===== config.mk =====
export PLATFORM = sky130hd
export DESIGN_NAME = mm_ss_timer
export DESIGN_NICKNAME = d
export VERILOG_FILES = /design/src/rtl/timer_pkg.sv /design/src/rtl/seg7_decode.sv /design/src/rtl/mm_ss_timer.sv
export SDC_FILE = /design/constraint.sdc
export NUM_CORES = 1
export LEC_CHECK = 0
export CAP_MARGIN = 0
export CORE_MARGIN = 5
export CORE_UTILIZATION = 40
export DETAILED_ROUTE_END_ITERATION = 10
export PLACE_DENSITY = 0.64
export SKIP_CTS_REPAIR_TIMING = 1
export SLEW_MARGIN = 10
export SYNTH_ARGS = -nofsm -noshare
export SYNTH_HDL_FRONTEND = slang
export SYNTH_SLANG_ARGS = --single-unit
export TNS_END_PERCENT = 20

===== constraint.sdc =====
create_clock -name clk -period 6.9 [get_ports clk]
set_clock_uncertainty 0.05 [all_clocks]
set_input_delay 1.38 -clock clk [delete_from_list [all_inputs] [get_ports clk]]
set_output_delay 1.38 -clock clk [all_outputs]
set_load 0.02 [all_outputs]

===== src/rtl/timer_pkg.sv =====
// Shared types and constants for the mm:ss timer and its seven-segment decoders.
package timer_pkg;

   typedef enum logic [1:0] {
      IDLE    = 2'd0,
      RUN     = 2'd1,
      PAUSE   = 2'd2,
      EXPIRED = 2'd3
   } state_t;

   localparam logic [5:0] SEC_MAX = 6'd59;

   // Segment order is a..g, index 0 = segment a, active high.
   localparam logic [0:6] SEG_BLANK = 7'b0000000;
   localparam logic [0:6] SEG_0     = 7'b1111110;
   localparam logic [0:6] SEG_1     = 7'b0110000;
   localparam logic [0:6] SEG_2     = 7'b1101101;
   localparam logic [0:6] SEG_3     = 7'b1111001;
   localparam logic [0:6] SEG_4     = 7'b0110011;
   localparam logic [0:6] SEG_5     = 7'b1011011;
   localparam logic [0:6] SEG_6     = 7'b1011111;
   localparam logic [0:6] SEG_7     = 7'b1110000;
   localparam logic [0:6] SEG_8     = 7'b1111111;
   localparam logic [0:6] SEG_9     = 7'b1111011;

endpackage


===== src/rtl/seg7_decode.sv =====
// BCD digit to seven-segment pattern, with a blank override.
module seg7_decode
   import timer_pkg::*;
(
   input  logic [3:0] digit,
   input  logic       blank,
   output logic [0:6] seg
);

   // Digit lookup; out-of-range codes and blank show nothing.
   always_comb begin
      seg = SEG_BLANK;
      if (!blank) begin
         case (digit)
            4'd0:    seg = SEG_0;
            4'd1:    seg = SEG_1;
            4'd2:    seg = SEG_2;
            4'd3:    seg = SEG_3;
            4'd4:    seg = SEG_4;
            4'd5:    seg = SEG_5;
            4'd6:    seg = SEG_6;
            4'd7:    seg = SEG_7;
            4'd8:    seg = SEG_8;
            4'd9:    seg = SEG_9;
            default: seg = SEG_BLANK;
         endcase
      end
   end

endmodule


===== src/rtl/mm_ss_timer.sv =====
// Minutes:seconds count-down / count-up timer with pause, clear and done pulse.
// Optional feature macro TIMER_ALARM_EN: adds an alarm output and blinks the
// display while EXPIRED.
module mm_ss_timer
   import timer_pkg::*;
#(
   parameter int unsigned CLK_HZ  = 50_000_000,
   parameter int unsigned MAX_MIN = 59
) (
   input  logic       clk,
   input  logic       reset,
   input  logic       mode_en,
   input  logic       start,
   input  logic       clear,
   input  logic       set_sec,
   input  logic       set_min,
   input  logic       dir,
   output logic [0:6] seg0,
   output logic [0:6] seg1,
   output logic [0:6] seg2,
   output logic [0:6] seg3,
   output logic       running,
`ifdef TIMER_ALARM_EN
   output logic       alarm,
`endif
   output logic       done
);

   localparam int unsigned MIN_W  = $clog2(MAX_MIN + 1);
   localparam int unsigned MIN_SW = MIN_W + 1;
   localparam int unsigned CNT_W  = $clog2(CLK_HZ);
   localparam logic [MIN_W-1:0] MIN_MAX  = MIN_W'(MAX_MIN);
   localparam logic [CNT_W-1:0] CNT_LAST = CNT_W'(CLK_HZ - 1);
`ifdef TIMER_ALARM_EN
   localparam logic [CNT_W-1:0] CNT_HALF = CNT_W'(CLK_HZ / 2);
`endif

   logic [3:0] sync1, sync2, sync3;
   logic [3:0] btn_rise;
   logic       ev_start, ev_clear, ev_sec, ev_min;

   state_t           state_q, state_d;
   logic [5:0]       sec_q, sec_d;
   logic [MIN_W-1:0] min_q, min_d;
   logic [CNT_W-1:0] cnt_q, cnt_d;
   logic             dir_q, dir_d;
   logic             carry;
   logic [MIN_SW-1:0] min_sum;

   logic [3:0] sec_ones, sec_tens, min_ones, min_tens;
   logic [6:0] min_ext;
   logic       blank;

   // Button synchronisers and edge history run regardless of mode_en.
   always_ff @(posedge clk or negedge reset) begin
      if (!reset) begin
         sync1 <= '0;
         sync2 <= '0;
         sync3 <= '0;
      end else begin
         sync1 <= {start, clear, set_sec, set_min};
         sync2 <= sync1;
         sync3 <= sync2;
      end
   end

   // Rising edges, discarded while the block is disabled.
   assign btn_rise = sync2 & ~sync3 & {4{mode_en}};
   assign ev_start = btn_rise[3];
   assign ev_clear = btn_rise[2];
   assign ev_sec   = btn_rise[1];
   assign ev_min   = btn_rise[0];

   // State, time, tick counter and registered status outputs.
   always_ff @(posedge clk or negedge reset) begin
      if (!reset) begin
         state_q <= IDLE;
         sec_q   <= '0;
         min_q   <= '0;
         cnt_q   <= '0;
         dir_q   <= 1'b0;
         running <= 1'b0;
         done    <= 1'b0;
`ifdef TIMER_ALARM_EN
         alarm   <= 1'b0;
`endif
      end else begin
         state_q <= state_d;
         sec_q   <= sec_d;
         min_q   <= min_d;
         cnt_q   <= cnt_d;
         dir_q   <= dir_d;
         running <= (state_d == RUN);
         done    <= (state_d == EXPIRED) && (state_q != EXPIRED);
`ifdef TIMER_ALARM_EN
         alarm   <= (state_d == EXPIRED);
`endif
      end
   end

   // Next state and datapath; everything holds while mode_en is low.
   always_comb begin
      state_d = state_q;
      sec_d   = sec_q;
      min_d   = min_q;
      cnt_d   = cnt_q;
      dir_d   = dir_q;
      carry   = 1'b0;
      min_sum = '0;
      if (mode_en) begin
         if (ev_clear) begin
            state_d = IDLE;
            sec_d   = '0;
            min_d   = '0;
            cnt_d   = '0;
         end else begin
            case (state_q)
               IDLE: begin
                  cnt_d = '0;
                  if (ev_start) begin
                     if (dir || (sec_q != 6'd0) || (min_q != '0)) begin
                        state_d = RUN;
                        dir_d   = dir;
                     end
                  end else if (ev_sec || ev_min) begin
                     if (ev_sec && !((min_q == MIN_MAX) && (sec_q == SEC_MAX))) begin
                        if (sec_q == SEC_MAX) begin
                           sec_d = '0;
                           carry = 1'b1;
                        end else begin
                           sec_d = sec_q + 6'd1;
                        end
                     end
                     min_sum = MIN_SW'(min_q) + MIN_SW'(ev_min) + MIN_SW'(carry);
                     min_d = (min_sum > MIN_SW'(MAX_MIN)) ? MIN_MAX : min_sum[MIN_W-1:0];
                  end
               end
               RUN: begin
                  if (ev_start) begin
                     state_d = PAUSE;
                  end else if (cnt_q != CNT_LAST) begin
                     cnt_d = cnt_q + CNT_W'(1);
                  end else begin
                     cnt_d = '0;
                     if (dir_q) begin
                        if ((min_q == MIN_MAX) && (sec_q == SEC_MAX)) begin
                           state_d = EXPIRED;
                        end else begin
                           if (sec_q == SEC_MAX) begin
                              sec_d = '0;
                              min_d = min_q + MIN_W'(1);
                           end else begin
                              sec_d = sec_q + 6'd1;
                           end
                           if ((min_d == MIN_MAX) && (sec_d == SEC_MAX)) state_d = EXPIRED;
                        end
                     end else begin
                        if ((min_q == '0) && (sec_q == 6'd0)) begin
                           state_d = EXPIRED;
                        end else begin
                           if (sec_q == 6'd0) begin
                              sec_d = SEC_MAX;
                              min_d = min_q - MIN_W'(1);
                           end else begin
                              sec_d = sec_q - 6'd1;
                           end
                           if ((min_d == '0) && (sec_d == 6'd0)) state_d = EXPIRED;
                        end
                     end
                  end
               end
               PAUSE: begin
                  if (ev_start) state_d = RUN;
               end
               EXPIRED: begin
                  if (ev_start) begin
                     state_d = IDLE;
                     cnt_d   = '0;
                  end else begin
`ifdef TIMER_ALARM_EN
                     cnt_d = (cnt_q == CNT_LAST) ? '0 : cnt_q + CNT_W'(1);
`else
                     cnt_d = '0;
`endif
                  end
               end
               default: state_d = IDLE;
            endcase
         end
      end
   end

   // Display digits and blink blanking, straight from the time registers.
   always_comb begin
      min_ext  = 7'(min_q);
      sec_ones = 4'(sec_q % 6'd10);
      sec_tens = 4'(sec_q / 6'd10);
      min_ones = 4'(min_ext % 7'd10);
      min_tens = 4'(min_ext / 7'd10);
      blank    = 1'b0;
`ifdef TIMER_ALARM_EN
      blank    = (state_q == EXPIRED) && (cnt_q < CNT_HALF);
`endif
   end

   seg7_decode u_seg0 (.digit(sec_ones), .blank(blank), .seg(seg0));
   seg7_decode u_seg1 (.digit(sec_tens), .blank(blank), .seg(seg1));
   seg7_decode u_seg2 (.digit(min_ones), .blank(blank), .seg(seg2));
   seg7_decode u_seg3 (.digit(min_tens), .blank(blank), .seg(seg3));

endmodule


-- Word-level counts from Yosys, hierarchy flattened
Memories as Yosys holds them, arrays and structs flattened.
Index checks and enable logic that the tools add are counted.
- add/sub/neg operators: 7
- div/mod/pow operators: 4
- order comparisons: 1
- equal/unequal tests: 18
- muxes and demuxes: 77
- bitwise logic cells: 4
- reductions and logical operators: 24
- operators with widths (cell ; count):
    two-way mux 6 bit ; 50
    two-way mux 26 bit ; 3
    one-hot mux 26 bit (2 select lines) ; 1
    adder 26 x 1 -> 26 bit, second input constant ; 1
    two-way mux 2 bit ; 13
    != test 26 bit, second input constant ; 1
    == test 6 bit, second input constant ; 4
    logical NOT 6 bit ; 4
    one-hot mux 6 bit (2 select lines) ; 2
    != test 3 bit, second input constant ; 5
    adder 6 x 1 -> 6 bit, second input constant ; 2
    nonzero test 6 bit ; 2
    subtractor 6 x 1 -> 6 bit, second input constant ; 2
    AND reduction 9 bit ; 1
    AND 4 bit ; 2
    != test 4 bit, second input constant ; 2
    one-hot mux 2 bit (4 select lines) ; 1
    AND reduction 8 bit ; 1
    adder 6 x 1 -> 7 bit ; 1
    adder 7 x 1 -> 7 bit ; 1
    divider 6 x 4 -> 7 bit, second input constant ; 1
    > comparator 7 x 6 -> 1 bit, second input constant ; 1
    remainder unit 6 x 4 -> 7 bit, second input constant ; 1
    two-way mux 1 bit ; 7
    other kinds (15) ; 26
- bits in registers: 55
- ROM bits: 448
- input port bits: 8
- output and inout bits: 30
- logic and storage cells: 149
- memories kept: 4
- memories (memory ; words ; bits a word ; read ports ; clocked after memory_dff ; wr ports ; RTL line ; text):
    (name not given) ; 16 ; 7 ; 1 ; 0 ; 0 ; seg7_decode.sv:14 ; case (digit)
    (name not given) ; 16 ; 7 ; 1 ; 0 ; 0 ; seg7_decode.sv:14 ;
    (name not given) ; 16 ; 7 ; 1 ; 0 ; 0 ; seg7_decode.sv:14 ;
    (name not given) ; 16 ; 7 ; 1 ; 0 ; 0 ; seg7_decode.sv:14 ;

-- Logic depth before layout (Yosys ltp)
- depth in word-level cells: 21
- depth in mapped cells: 15

-- Cells and area by module
From an unflattened synthesis, not the netlist that was laid out.
- cell total of the unflattened synthesis: 618
- area, all modules: 5068.6 µm²
- modules (own cells, without submodules) (module ; instances ; cells each ; area each (µm²)):
    mm_ss_timer ; 1 ; 494 ; 4147.7
    seg7_decode ; 4 ; 31 ; 230.2

-- Worst setup path after synthesis
No wires, ideal clock.
- path kind: reg2out
- start point: reg min_q[4]
- end point: out seg2[6] in the netlist's numbering
- arrival time: 3.512 ns
- required time: 5.470 ns
- slack: 1.958 ns
- stages on the path, launching flop included: 15
- path buffers: 2
- cell sequence: dfrtp_1 > buf_2 > or3b_2 > a31oi_1 > ha_1 > clkbuf_1 > nand3b_1 > a41o_1 > o22ai_2 > xnor2_1 > inv_1 > ha_1 > nor2_1 > a311oi_1 > o21ai_0
- word-level cells in the longest chain between the ends: 2
- RTL lines (what ; RTL line ; text):
    start: declaration ; mm_ss_timer.sv:44 ; logic [MIN_W-1:0] min_q, min_d;
    start signal: assignment ; mm_ss_timer.sv:90 ; min_q <= min_d;
    remainder unit 6 x 4 -> 7 bit ; mm_ss_timer.sv:198 ; min_ones = 4'(min_ext % 7'd10);
    memory (16 x 7 bit) ; -- ;
    end: declaration ; mm_ss_timer.sv:20 ; output logic [0:6] seg2,
Every way passes these cells.

-- Final worst setup path
- start point: reg min_q[3]
- end point: out seg2[6] in the netlist's numbering
The elaborated chain is that of the path after synthesis.

==> impl.org <==
** Critical path
- Startpoint of the worst-slack reg-to-reg timing path :: sec_q[2]$_DFFE_PN0P_
- Of all nets on the critical path, the largest fanout is 25.
- Crit. End Element :: output pin
- R2r endpoint :: min_q[4]$_DFFE_PN0P_
- STA classifies the critical path startpoint as a flop.
- Reg-to-reg setup timing slack :: 2.91 ns
- STA puts the critical path data required time at 5.47 ns.
- By startpoint and endpoint, the worst setup path is classified as flop to output pin.
- Data on the critical path arrives at its endpoint at 4.54 ns.
- Counting cells, the worst reg-to-reg path comes to 11.

** Flow run
- Count of maximum capacitance violations :: 0

** Layout
- Ant. Diodes :: 0
- Final Net Count :: between 600 and 700
- Finished Cell Area :: 5594 sq um
- In the final layout, the share of cells above drive strength 1 is 0.06992.
- Area growth from synthesis to layout :: 11.33%
- Measured on the finished design, the core utilization comes to 0.4488.
- Once layout is complete, the cells apart from fillers number 787.

** STA
- Maximum frequency from static timing analysis :: approximately 170 MHz
- Setup TNS :: 0 ns
- Dividing the final minimum period by the clock period gives 0.8650.
- Hold Vio Cnt, Final :: 0
- Setup violations remaining at the end of the flow were counted as 0.
- Headroom to the max-slew limit came out at 0.3211.
- The count of pins over their slew limit is 0.
- The worst path meets setup with 0.9314 ns of slack.
- Setup repair after global routing left no endpoint under its margin.
- At the pin with the least slew margin, the transition time is between 1 and 1.5 ns.
- Subtracting the final worst setup slack from the clock period gives between 5 and 6 ns.
- Worst-case hold slack :: approximately 0.30 ns

** Routing
- In the final routing, the length of wire on met1 measures 5.385 mm.
- Final antenna-violating net count :: 0
- The routed design uses 541 um of met3 wire.
- Highest metal layer with signal wires :: met4
- In the final routed layout, each cell accounts on average for 15.01 um.
- Drt pass-1 iters :: 6
- Summing over every cut layer, the via total after detailed routing is between 4000 and 5000.
- The detailed router finished its first iteration with 313 violations.
- Routed length on met2 :: 5.775 mm
- Final wirelength :: between 10 and 15 mm
- In the routed design, unresolved DRC markers number 0.
- Using the TritonRoute via totals, the vias-per-cell ratio works out to 5.738.

** Floorplanning
- Number of top-level pins :: 38
- The core region is 12470 sq um.
- Chip Height :: 122.1 um
- Starting density of the core :: 0.4031
- The floorplan step set the die width to approximately 120 um.
- The floorplan has 41 rows.
- Total Die Area :: 14900 sq um

** Synth
- Yosys cell types :: 89
- Ys Warns :: 0
- Synthesized net count :: 654
- sky130_fd_sc_hd__nor2_1 is the most common cell in the netlist.
- Synth cell count leaders :: 63 x sky130_fd_sc_hd__nor2_1, 55 x sky130_fd_sc_hd__dfrtp_1, 49 x sky130_fd_sc_hd__nand2_1
- For this run, the register share of the synthesized area comes to 0.2739.
- Largest area contributor in the synthesized netlist :: sky130_fd_sc_hd__dfrtp_1
- The share of synthesized area in the top cell type comes to 0.2739.
- The most used flip-flop cell after synthesis is sky130_fd_sc_hd__dfrtp_1.
- The synthesized design contains 55 register bits.
- Counting flops with an async set or reset pin after synthesis yields a share of 1.000.
- Netlist Area Pre-Place :: 5025 sq um
- Avg Synthesized Cell Area :: approximately 8.3 sq um
- Number of flops mapped to enable cells by yosys :: 0
- Top cells by area, synth :: sky130_fd_sc_hd__dfrtp_1 27%, sky130_fd_sc_hd__ha_1 10%, sky130_fd_sc_hd__nor2_1 4.7%, sky130_fd_sc_hd__o21ai_0 4.5%, sky130_fd_sc_hd__nand2_1 3.7%
- The cell count after synthesis came out at 604.

** Power
- VDD sags by at most 0.2787 mV.
- In this run the static leakage power is 2.242 nW.
- Tot Pwr :: 2.862 mW
- Power density over cell area :: 511.5 nW/um^2

** Clock network
- TritonCTS clock tree :: yes
- Counting every sink on the clock net gives 55.
- Number of levels the H-tree was split into :: 2
- Clock-pin slew was measured on the worst setup and hold paths at 0.07 ns.
- Clk root buf :: sky130_fd_sc_hd__clkbuf_16
- At the later pin of the worst-skew pair, clock insertion delay measures 0.29 ns.
- Buffers inserted during clock tree synthesis total 5.
- Worst-case clock buffer depth :: 2

** Global route
- For this run the aggregate overflow at the end of global routing stands at 0.
- Total track usage :: 0.1605
- Pin count of the biggest net entering global routing :: 56
- The number of global-route vias before repair came to ~4300.
- Wire length of the first global-routing pass :: 20.31 mm
- The number of antenna violations at the first check in global routing was 0.

** Placed design
- Routability-driven placement finished with a final weighted congestion of between 0.8 and 0.9.
- Placed cell count :: between 700 and 800
- Final HPWL DP :: 8.498 mm
- Once placement finished, the instance area stood at 5434 sq um.
- Input and output buffers added on the ports amount to 37.
- Setup slack at placement :: 1.264 ns

** Worst hold path
- The worst hold path passes through 0 cells.
- The tightest min-delay check is of the flop to flop type.
- Worst Hold Path EP :: sync2[0]$_DFF_PN0_
- In this run the most critical hold path is launched from sync1[0]$_DFF_PN0_.

** Outcome
- The flow ran to the end, and the final reports show no timing, DRC or antenna violations.
[sequential cells by signal, indices dropped and copies added (netlist names)]
name / count
cnt_q: 26
dir_q: 1
done: 1
min_q: 6
running: 1
sec_q: 6
state_q: 2
sync1: 4
sync2: 4
sync3: 4
[cell usage in the layout (no fill, tap or decap), types with 6 or more instances in the layout]
cell	Yosys	layout
sky130_fd_sc_hd__o21ai_0	45	45
sky130_fd_sc_hd__nand3_1	29	29
sky130_fd_sc_hd__nor3_1	8	8
sky130_fd_sc_hd__a22o_1	8	8
sky130_fd_sc_hd__nand2_1	49	49
sky130_fd_sc_hd__a31oi_1	11	11
sky130_fd_sc_hd__dfrtp_1	55	55
sky130_fd_sc_hd__and2_1	10	10
sky130_fd_sc_hd__o31ai_1	12	12
sky130_fd_sc_hd__inv_1	23	23
sky130_fd_sc_hd__xor2_1	9	9
sky130_fd_sc_hd__ha_1	41	41
sky130_fd_sc_hd__xnor2_1	16	16
sky130_fd_sc_hd__clkdlybuf4s50_1	0	36
sky130_fd_sc_hd__mux2i_1	6	6
sky130_fd_sc_hd__a21oi_1	29	29
sky130_fd_sc_hd__nor2b_1	14	14
sky130_fd_sc_hd__o211ai_1	7	7
sky130_fd_sc_hd__or3_1	6	6
sky130_fd_sc_hd__nand2b_1	12	12
sky130_fd_sc_hd__nor2_1	63	63
[worst max-delay path, stage by stage, from the launching register on]
cell and delay, ns:
sky130_fd_sc_hd__dfrtp_1 0.63, sky130_fd_sc_hd__or3b_2 0.60, sky130_fd_sc_hd__a31oi_1 0.26, sky130_fd_sc_hd__ha_1 0.36, sky130_fd_sc_hd__nand3b_1 0.12, sky130_fd_sc_hd__a41o_1 0.27
sky130_fd_sc_hd__o22ai_2 0.32, sky130_fd_sc_hd__xnor2_1 0.30, sky130_fd_sc_hd__inv_1 0.16, sky130_fd_sc_hd__ha_1 0.21, sky130_fd_sc_hd__nor2_1 0.15, sky130_fd_sc_hd__a311oi_1 0.07
sky130_fd_sc_hd__o21ai_0 0.16, sky130_fd_sc_hd__clkdlybuf4s50_1 0.63
[how the worst max path moves through the flow]
stage                         start      end  slack, ns  cells past startpoint
2_1_floorplan  min_q[4]$_DFFE_PN0P_  seg2[6]       1.96                     14
3_3_place_gp   min_q[3]$_DFFE_PN0P_  seg2[6]       1.42                     13
3_5_place_dp   min_q[3]$_DFFE_PN0P_  seg2[6]       1.26                     13
4_1_cts        min_q[3]$_DFFE_PN0P_  seg2[6]       0.93                     13
5_1_grt        min_q[3]$_DFFE_PN0P_  seg2[5]       0.62                     13
6_report       min_q[3]$_DFFE_PN0P_  seg2[6]       0.93                     13
[area by class of cell]
class                      count  area (sq um)
fill                        1216          6872
multi-input combinational    487          3361
sequential                    55          1376
timing repair buffer          40         387.9
tap                          172         215.2
clock buffer                   7         152.6
inverter                      25         93.84
clock inverter                 1         7.507
[logic make-up after synthesis]
kind of cell    Yosys count  synth area share
compound gates          173            0.2470
xor+xnor                 25           0.04358
fa+ha+maj                42            0.1061
buf+inv                  62           0.05727
flops                    55            0.2739
mux                       8           0.01868
simple gates            239            0.2535
[routing by layer]
layer  vias up  track usage
li1       2212            -
met1      2173       0.2184
met2       120       0.2738
met3        11      0.01950
met4         0      0.03569
met5         -            0
[power breakdown]
| part | total, mW | internal (mW) | switching (mW) |
|---|---|---|---|
| clock network | 0.264 | 0.154 | 0.110 |
| registers | 0.524 | 0.360 | 0.164 |
| logic | 2.07 | 0.918 | 1.16 |
(Power assumes the default switching activity.)
